## config.mk

```make
export PLATFORM = sky130hd
export DESIGN_NAME = stream_xcrypt
export DESIGN_NICKNAME = d
export VERILOG_FILES = /design/src/rtl/stream_xcrypt.sv
export SDC_FILE = /design/constraint.sdc
export NUM_CORES = 1
export LEC_CHECK = 0
export BUFFER_PORTS_ARGS = -buffer_cell sky130_fd_sc_hd__buf_4
export CORE_ASPECT_RATIO = 2
export CORE_MARGIN = 5
export CORE_UTILIZATION = 55
export CTS_CLUSTER_SIZE = 28
export DETAILED_ROUTE_END_ITERATION = 7
export PLACE_DENSITY = 0.77
export SLEW_MARGIN = 20
export SYNTH_ARGS = -nofsm -noshare
export SYNTH_HDL_FRONTEND = slang
export SYNTH_SLANG_ARGS = --single-unit
```

## constraint.sdc

```tcl
create_clock -name clk -period 3.4 [get_ports clk]
set_input_delay 0 -clock clk [delete_from_list [all_inputs] [get_ports clk]]
set_output_delay 0 -clock clk [all_outputs]
set_load 0.005 [all_outputs]
```

## src/rtl/stream_xcrypt.sv

```systemverilog
// XOR stream-cipher datapath with keystream FIFO and RC4-drop.
// Encrypt and decrypt are the same operation; all streams use valid/ready.
module stream_xcrypt #(
    parameter int W = 8,
    parameter int DEPTH = 4,
    parameter int DROP = 3,
    parameter int CNT_W = 16,
    localparam int LW = $clog2(DEPTH + 1)
) (
    input  logic             clk,
    input  logic             rst,
    input  logic             start,
    input  logic             clear,
    input  logic             bypass,
    input  logic             ks_init_done,
    input  logic [W-1:0]     ks_data,
    input  logic             ks_valid,
    output logic             ks_ready,
    input  logic [W-1:0]     in_data,
    input  logic             in_valid,
    output logic             in_ready,
    output logic [W-1:0]     out_data,
    output logic             out_valid,
    input  logic             out_ready,
    output logic             busy,
    output logic [LW-1:0]    ks_level,
    output logic [CNT_W-1:0] word_count
);

    localparam int AW = $clog2(DEPTH);
    localparam int DW = $clog2(DROP + 2);

    localparam logic [1:0] S_IDLE = 2'd0;
    localparam logic [1:0] S_WAIT = 2'd1;
    localparam logic [1:0] S_DROP = 2'd2;
    localparam logic [1:0] S_RUN  = 2'd3;

    logic [1:0]    state;
    logic [DW-1:0] drop_cnt;
    logic [W-1:0]  mem [DEPTH];
    logic [AW-1:0] wr_ptr;
    logic [AW-1:0] rd_ptr;
    logic [LW-1:0] level;

    logic full;
    logic empty;
    logic ks_fire;
    logic drop_fire;
    logic push;
    logic in_fire;
    logic pop;
    logic out_fire;
    logic start_ok;

    assign full      = level == LW'(DEPTH);
    assign empty     = level == '0;
    assign busy      = state != S_IDLE;
    assign ks_level  = level;

    // ks_ready depends only on registered state and occupancy
    assign ks_ready  = (state == S_DROP) || ((state == S_RUN) && !full);
    assign in_ready  = (state == S_RUN) && (bypass || !empty)
                       && (!out_valid || out_ready);

    assign ks_fire   = ks_valid && ks_ready && !clear;
    assign drop_fire = ks_fire && (state == S_DROP);
    assign push      = ks_fire && (state == S_RUN);
    assign in_fire   = in_valid && in_ready && !clear;
    assign pop       = in_fire && !bypass;
    assign out_fire  = out_valid && out_ready && !clear;
    assign start_ok  = start && !clear && (state == S_IDLE);

    always_ff @(posedge clk or negedge rst) begin
        if (!rst) begin
            state    <= S_IDLE;
            drop_cnt <= '0;
        end else if (clear) begin
            state    <= S_IDLE;
            drop_cnt <= '0;
        end else begin
            unique case (state)
                S_IDLE: begin
                    if (start) begin
                        state    <= S_WAIT;
                        drop_cnt <= DW'(DROP);
                    end
                end
                S_WAIT: begin
                    if (ks_init_done)
                        state <= (DROP > 0) ? S_DROP : S_RUN;
                end
                S_DROP: begin
                    if (drop_fire) begin
                        drop_cnt <= drop_cnt - DW'(1);
                        if (drop_cnt == DW'(1))
                            state <= S_RUN;
                    end
                end
                default: begin
                    state <= S_RUN;
                end
            endcase
        end
    end

    always_ff @(posedge clk) begin
        if (push)
            mem[wr_ptr] <= ks_data;
    end

    // Pointers wrap naturally because DEPTH is a power of two
    always_ff @(posedge clk or negedge rst) begin
        if (!rst) begin
            wr_ptr <= '0;
            rd_ptr <= '0;
            level  <= '0;
        end else if (clear) begin
            wr_ptr <= '0;
            rd_ptr <= '0;
            level  <= '0;
        end else begin
            if (push)
                wr_ptr <= wr_ptr + AW'(1);
            if (pop)
                rd_ptr <= rd_ptr + AW'(1);
            level <= level + LW'(push) - LW'(pop);
        end
    end

    always_ff @(posedge clk or negedge rst) begin
        if (!rst) begin
            out_valid <= 1'b0;
            out_data  <= '0;
        end else if (clear) begin
            out_valid <= 1'b0;
        end else if (in_fire) begin
            out_valid <= 1'b1;
            out_data  <= bypass ? in_data : (in_data ^ mem[rd_ptr]);
        end else if (out_ready) begin
            out_valid <= 1'b0;
        end
    end

    always_ff @(posedge clk or negedge rst) begin
        if (!rst) begin
            word_count <= '0;
        end else if (start_ok) begin
            word_count <= '0;
        end else if (out_fire && (word_count != '1)) begin
            word_count <= word_count + CNT_W'(1);
        end
    end

endmodule

```

==> qor.log <==
qor: run_status.outcome finished clean
qor: synth.synth_xor_area_share 2.910%
qor: grt.grt_max_degree 38
qor: floorplanning.die_height 119.7 um
qor: synth.post_synth_and_or_nand_nor_area_fraction 15.80%
qor: sta.finalSetupViolCount 0
qor: route.drt_pass_1_iters 4
qor: placed_design.dp.final_hpwl 5.148 mm
qor: placed_design.place_congestion 0.7988
qor: setup_path.crit-reg2reg-capture ks_level[2]
qor: synth.synth.yosys.warnings 0
qor: power.pwr_density_cell 469.9 mW/mm^2
qor: synth.synth.ff_latch_count 69
qor: setup_path.critical_path_launch_point state[1]
qor: setup_path.setup.worst_path.class reg2reg
qor: sta.post_route_skew 5.924 ps
qor: sta.shortest_clock_period_the_worst_path_allows_after_layout 2734 ps
qor: floorplanning.coreArea 0.005956 mm^2
qor: synth.main_combinational_cell_family_by_area_after_synthesis simple AND/OR/NAND/NOR gates
qor: synth.postSynthCellCount 263
qor: clocking.cts.repair_timing.setup_buffer_count 0
qor: cells_and_area.nets 368
qor: cells_and_area.antenna_cells 0
qor: cells_and_area.flow.area_growth_from_synthesis 26.91%
qor: synth.postSynthNetCount 298
qor: clocking.clkLatencyLatePin 330 ps
qor: clocking.cts_inserted_buffers 9
qor: setup_path.cp.required 3600 ps
qor: synth.synth_compound_area_share 7.785%
qor: sta.setup_tns 0 ps
qor: floorplanning.placementRows 40
qor: floorplanning.die-area 0.007765 mm^2
qor: grt.grt.total_usage 19.70%
qor: setup_path.critical_path_depth 10
qor: placed_design.portBuffers 55
qor: route.drt-initial-drc-count 173
qor: synth.syn-cell-area 0.003311 mm^2
qor: floorplanning.io_pins 56
qor: route.avgRoutedWirePerCell 17.44 um
qor: setup_path.worst_r2r_path_depth 10
qor: placed_design.dpl_cell_area 0.003770 mm^2
qor: power.irDropWorstVdd 0.5754 mV
qor: setup_path.crit_path_max_incr_delay 640 ps
qor: floorplanning.width_of_the_die 64.86 um
qor: clocking.post_cts_resized 0
qor: cells_and_area.fin_util 70.55%
qor: setup_path.end_kind flip-flop
qor: setup_path.r2r_start state[1]
qor: route.vias_per_instance 5.905
qor: route.vias 2,368
qor: setup_path.timing.critical_path.max_delay_family simple AND/OR/NAND/NOR gates
qor: job.maxCapViolCount 0
qor: sta.rsz0062_at_grt no
qor: route.drc_errors 0
qor: synth.ys_seq_area_share 56.99%
qor: setup_path.path_buf_inv 2
qor: sta.fin_crit_sh 80.41%
qor: power.leakagePower 1.763 nW
qor: setup_path.worst_setup_path_endpoint ks_level[2]
qor: worst_hold_path.hp-class in2reg
qor: route.wirelength 6.992 mm
qor: sta.slew_headroom 42.71%
qor: synth.post_synth_mux_area_share 9.713%
qor: synth.synthAdderAreaFrac 4.006%
qor: synth.avgSynthCellArea 12.59 um^2
qor: clocking.longest_clk_path_bufs 2
qor: setup_path.crit_arrival 2940 ps
qor: route.ant_nets 0
qor: grt.grt-ovfl-total 0
qor: cells_and_area.drive_gt1_share 28.40%
qor: clocking.cts_hold_repair.buffers 13
qor: setup_path.path_cells nand2_1, or4b_1, nor3_1, ha_1, inv_1, ha_1, inv_1, fa_1, xnor2_1, nor2_1
qor: sta.max_freq 365.8 MHz
qor: sta.timing.final.hold_violations 0
qor: cells_and_area.layout.cells.most_common buf_4
qor: setup_path.cpMaxStageDelayCell or4b_1
qor: grt.number_of_antenna_violations_at_the_first_check_in_global_routing 0
qor: clocking.h-tree-depth 3
qor: clocking.clock_tree_from_tritoncts built
qor: clocking.reg_clk_slew_reported_paths 60 ps
qor: synth.synth.distinct_cells 46
qor: cells_and_area.final_cell_mix buf_4 (57), dfrtp_1 (37), edfxtp_1 (32)
qor: floorplanning.starting_density_of_the_core 55.59%
qor: grt.grt_pass1_vias 2,463
qor: grt.global_route_wire_length_before_repair 11.67 mm
qor: clocking.cts_root_buffer clkbuf_16
qor: sta.tightestPinTransition 851.6 ps
qor: setup_path.regToRegSetupSlack 670 ps
qor: setup_path.critical_path.startpoint_type flip-flop
qor: clocking.cts.sink_count 69
qor: cells_and_area.final_cell_area 0.004202 mm^2
qor: setup_path.critical_path_peak_fanout 12
qor: sta.finalMaxSlewViolations 0
-- layer usage --
| layer | vias up | wire length, um | global-route usage [%] |
|---|---|---|---|
| met5 | - | 0 | 0 |
| met4 | 0 | 183 | 10.20 |
| met2 | 56 | 3984 | 35.98 |
| met3 | 15 | 295 | 4.213 |
| met1 | 1170 | 2529 | 20.33 |
| li1 | 1127 | - | - |
-- registers in the layout (all words and copies together), names as in the netlist --
name	flops
mem	32
drop_cnt	3
word_count	16
state	2
out_valid	1
wr_ptr	2
rd_ptr	2
ks_level	3
out_data	8
-- area by class of cell --
cell class                 instances  area (um^2)
clock buffer                      10        229.0
clock inverter                     6        72.57
fill                             425         1754
inverter                          12        45.04
multi-input combinational        171         1331
sequential                        69         1887
tap                               63        78.83
timing repair buffer              70        558.0
-- how the worst min path moves through the flow --
| stage | startpoint | to | slack, ps | cells past startpoint |
|---|---|---|---|---|
| detailed placement | rst | word_count[14] | -9 | 1 |
| global route | in_data[5] | out_data[5] | 20 | 3 |
| finish | in_data[6] | out_data[6] | 20 | 3 |
| CTS | in_data[6] | out_data[6] | 8 | 3 |
| global placement | rst | word_count[11] | -5 | 1 |
| floorplan | rst | drop_cnt[0] | -300 | 0 |
-- worst register-to-register path: cells and delay by family, from the launching register on --
family | cells | cell delay (ps)
xor gates and xnor gates | 1 | 160
adders and majority gates | 3 | 770
DFF | 1 | 520
buffers and inverters | 2 | 110
and+or+nand+nor | 4 | 1050
-- cell usage after synthesis (all sizes together) --
| master | number | share of area (%) |
|---|---|---|
| dfrtp | 37 | 28 |
| edfxtp | 32 | 29 |
| a21oi | 17 | 2.6 |
| nand2 | 14 | 1.6 |
| nand2b | 14 | 2.6 |
| inv | 12 | 1.4 |
| nor2 | 12 | 1.4 |
| ha | 9 | 3.4 |
| mux2 | 9 | 3.1 |
| xnor2 | 9 | 2.4 |
| clkbuf | 8 | 0.91 |
| mux4 | 8 | 5.4 |
| o31ai | 8 | 1.8 |
| o21ai | 7 | 1.1 |
| or4 | 7 | 1.6 |
| or3 | 6 | 1.2 |
| nand3 | 5 | 0.76 |
| nand4 | 5 | 0.94 |
| and2 | 4 | 0.76 |
| mux2i | 4 | 1.2 |
| nor4 | 4 | 0.76 |
| buf | 3 | 0.53 |
| or4b | 3 | 1.0 |
| a311oi | 2 | 0.53 |
| a31oi | 2 | 0.38 |
| a41o | 2 | 0.60 |
| and3 | 2 | 0.42 |
| and4 | 2 | 0.60 |
| nor2b | 2 | 0.38 |
| nor3 | 2 | 0.30 |
| nor3b | 2 | 0.45 |
| xor2 | 2 | 0.53 |
| a2111oi | 1 | 0.26 |
| and3b | 1 | 0.26 |
| fa | 1 | 0.60 |
| nand3b | 1 | 0.23 |
| nand4b | 1 | 0.26 |
| o2111ai | 1 | 0.26 |
| o211a | 1 | 0.30 |
| or2 | 1 | 0.19 |
-- cell families after synthesis --
kind of cell	count (synthesis)
muxes	21
DFF	69
AOI/OAI and AO/OA	41
xor gates and xnor gates	11
and+or+nand+nor	88
adders and majority gates	10
buffers and inverters	23
-- metrics by stage --
step | power [W] | worst slack [ps] | cells | hold slack [ps]
2_1_floorplan | 0.0009824 | 969.0 | 263 | -295.6
3_3_place_gp | 0.001057 | 801.0 | 372 | -4.755
3_5_place_dp | 0.001060 | 652.8 | 372 | -9.000
4_1_cts | 0.001995 | 648.6 | 401 | 8.139
5_1_grt | 0.002051 | 468.7 | 401 | 18.94
6_report | 0.001974 | 666.0 | 401 | 16.38
-- power by group --
group,internal (W),switching [W],leakage (nW)
Combinational,0.0000806,0.0000625,0.824
Clock,0.000573,0.000346,0.143
Sequential,0.000895,0.0000172,0.796
(Power assumes the default switching activity.)
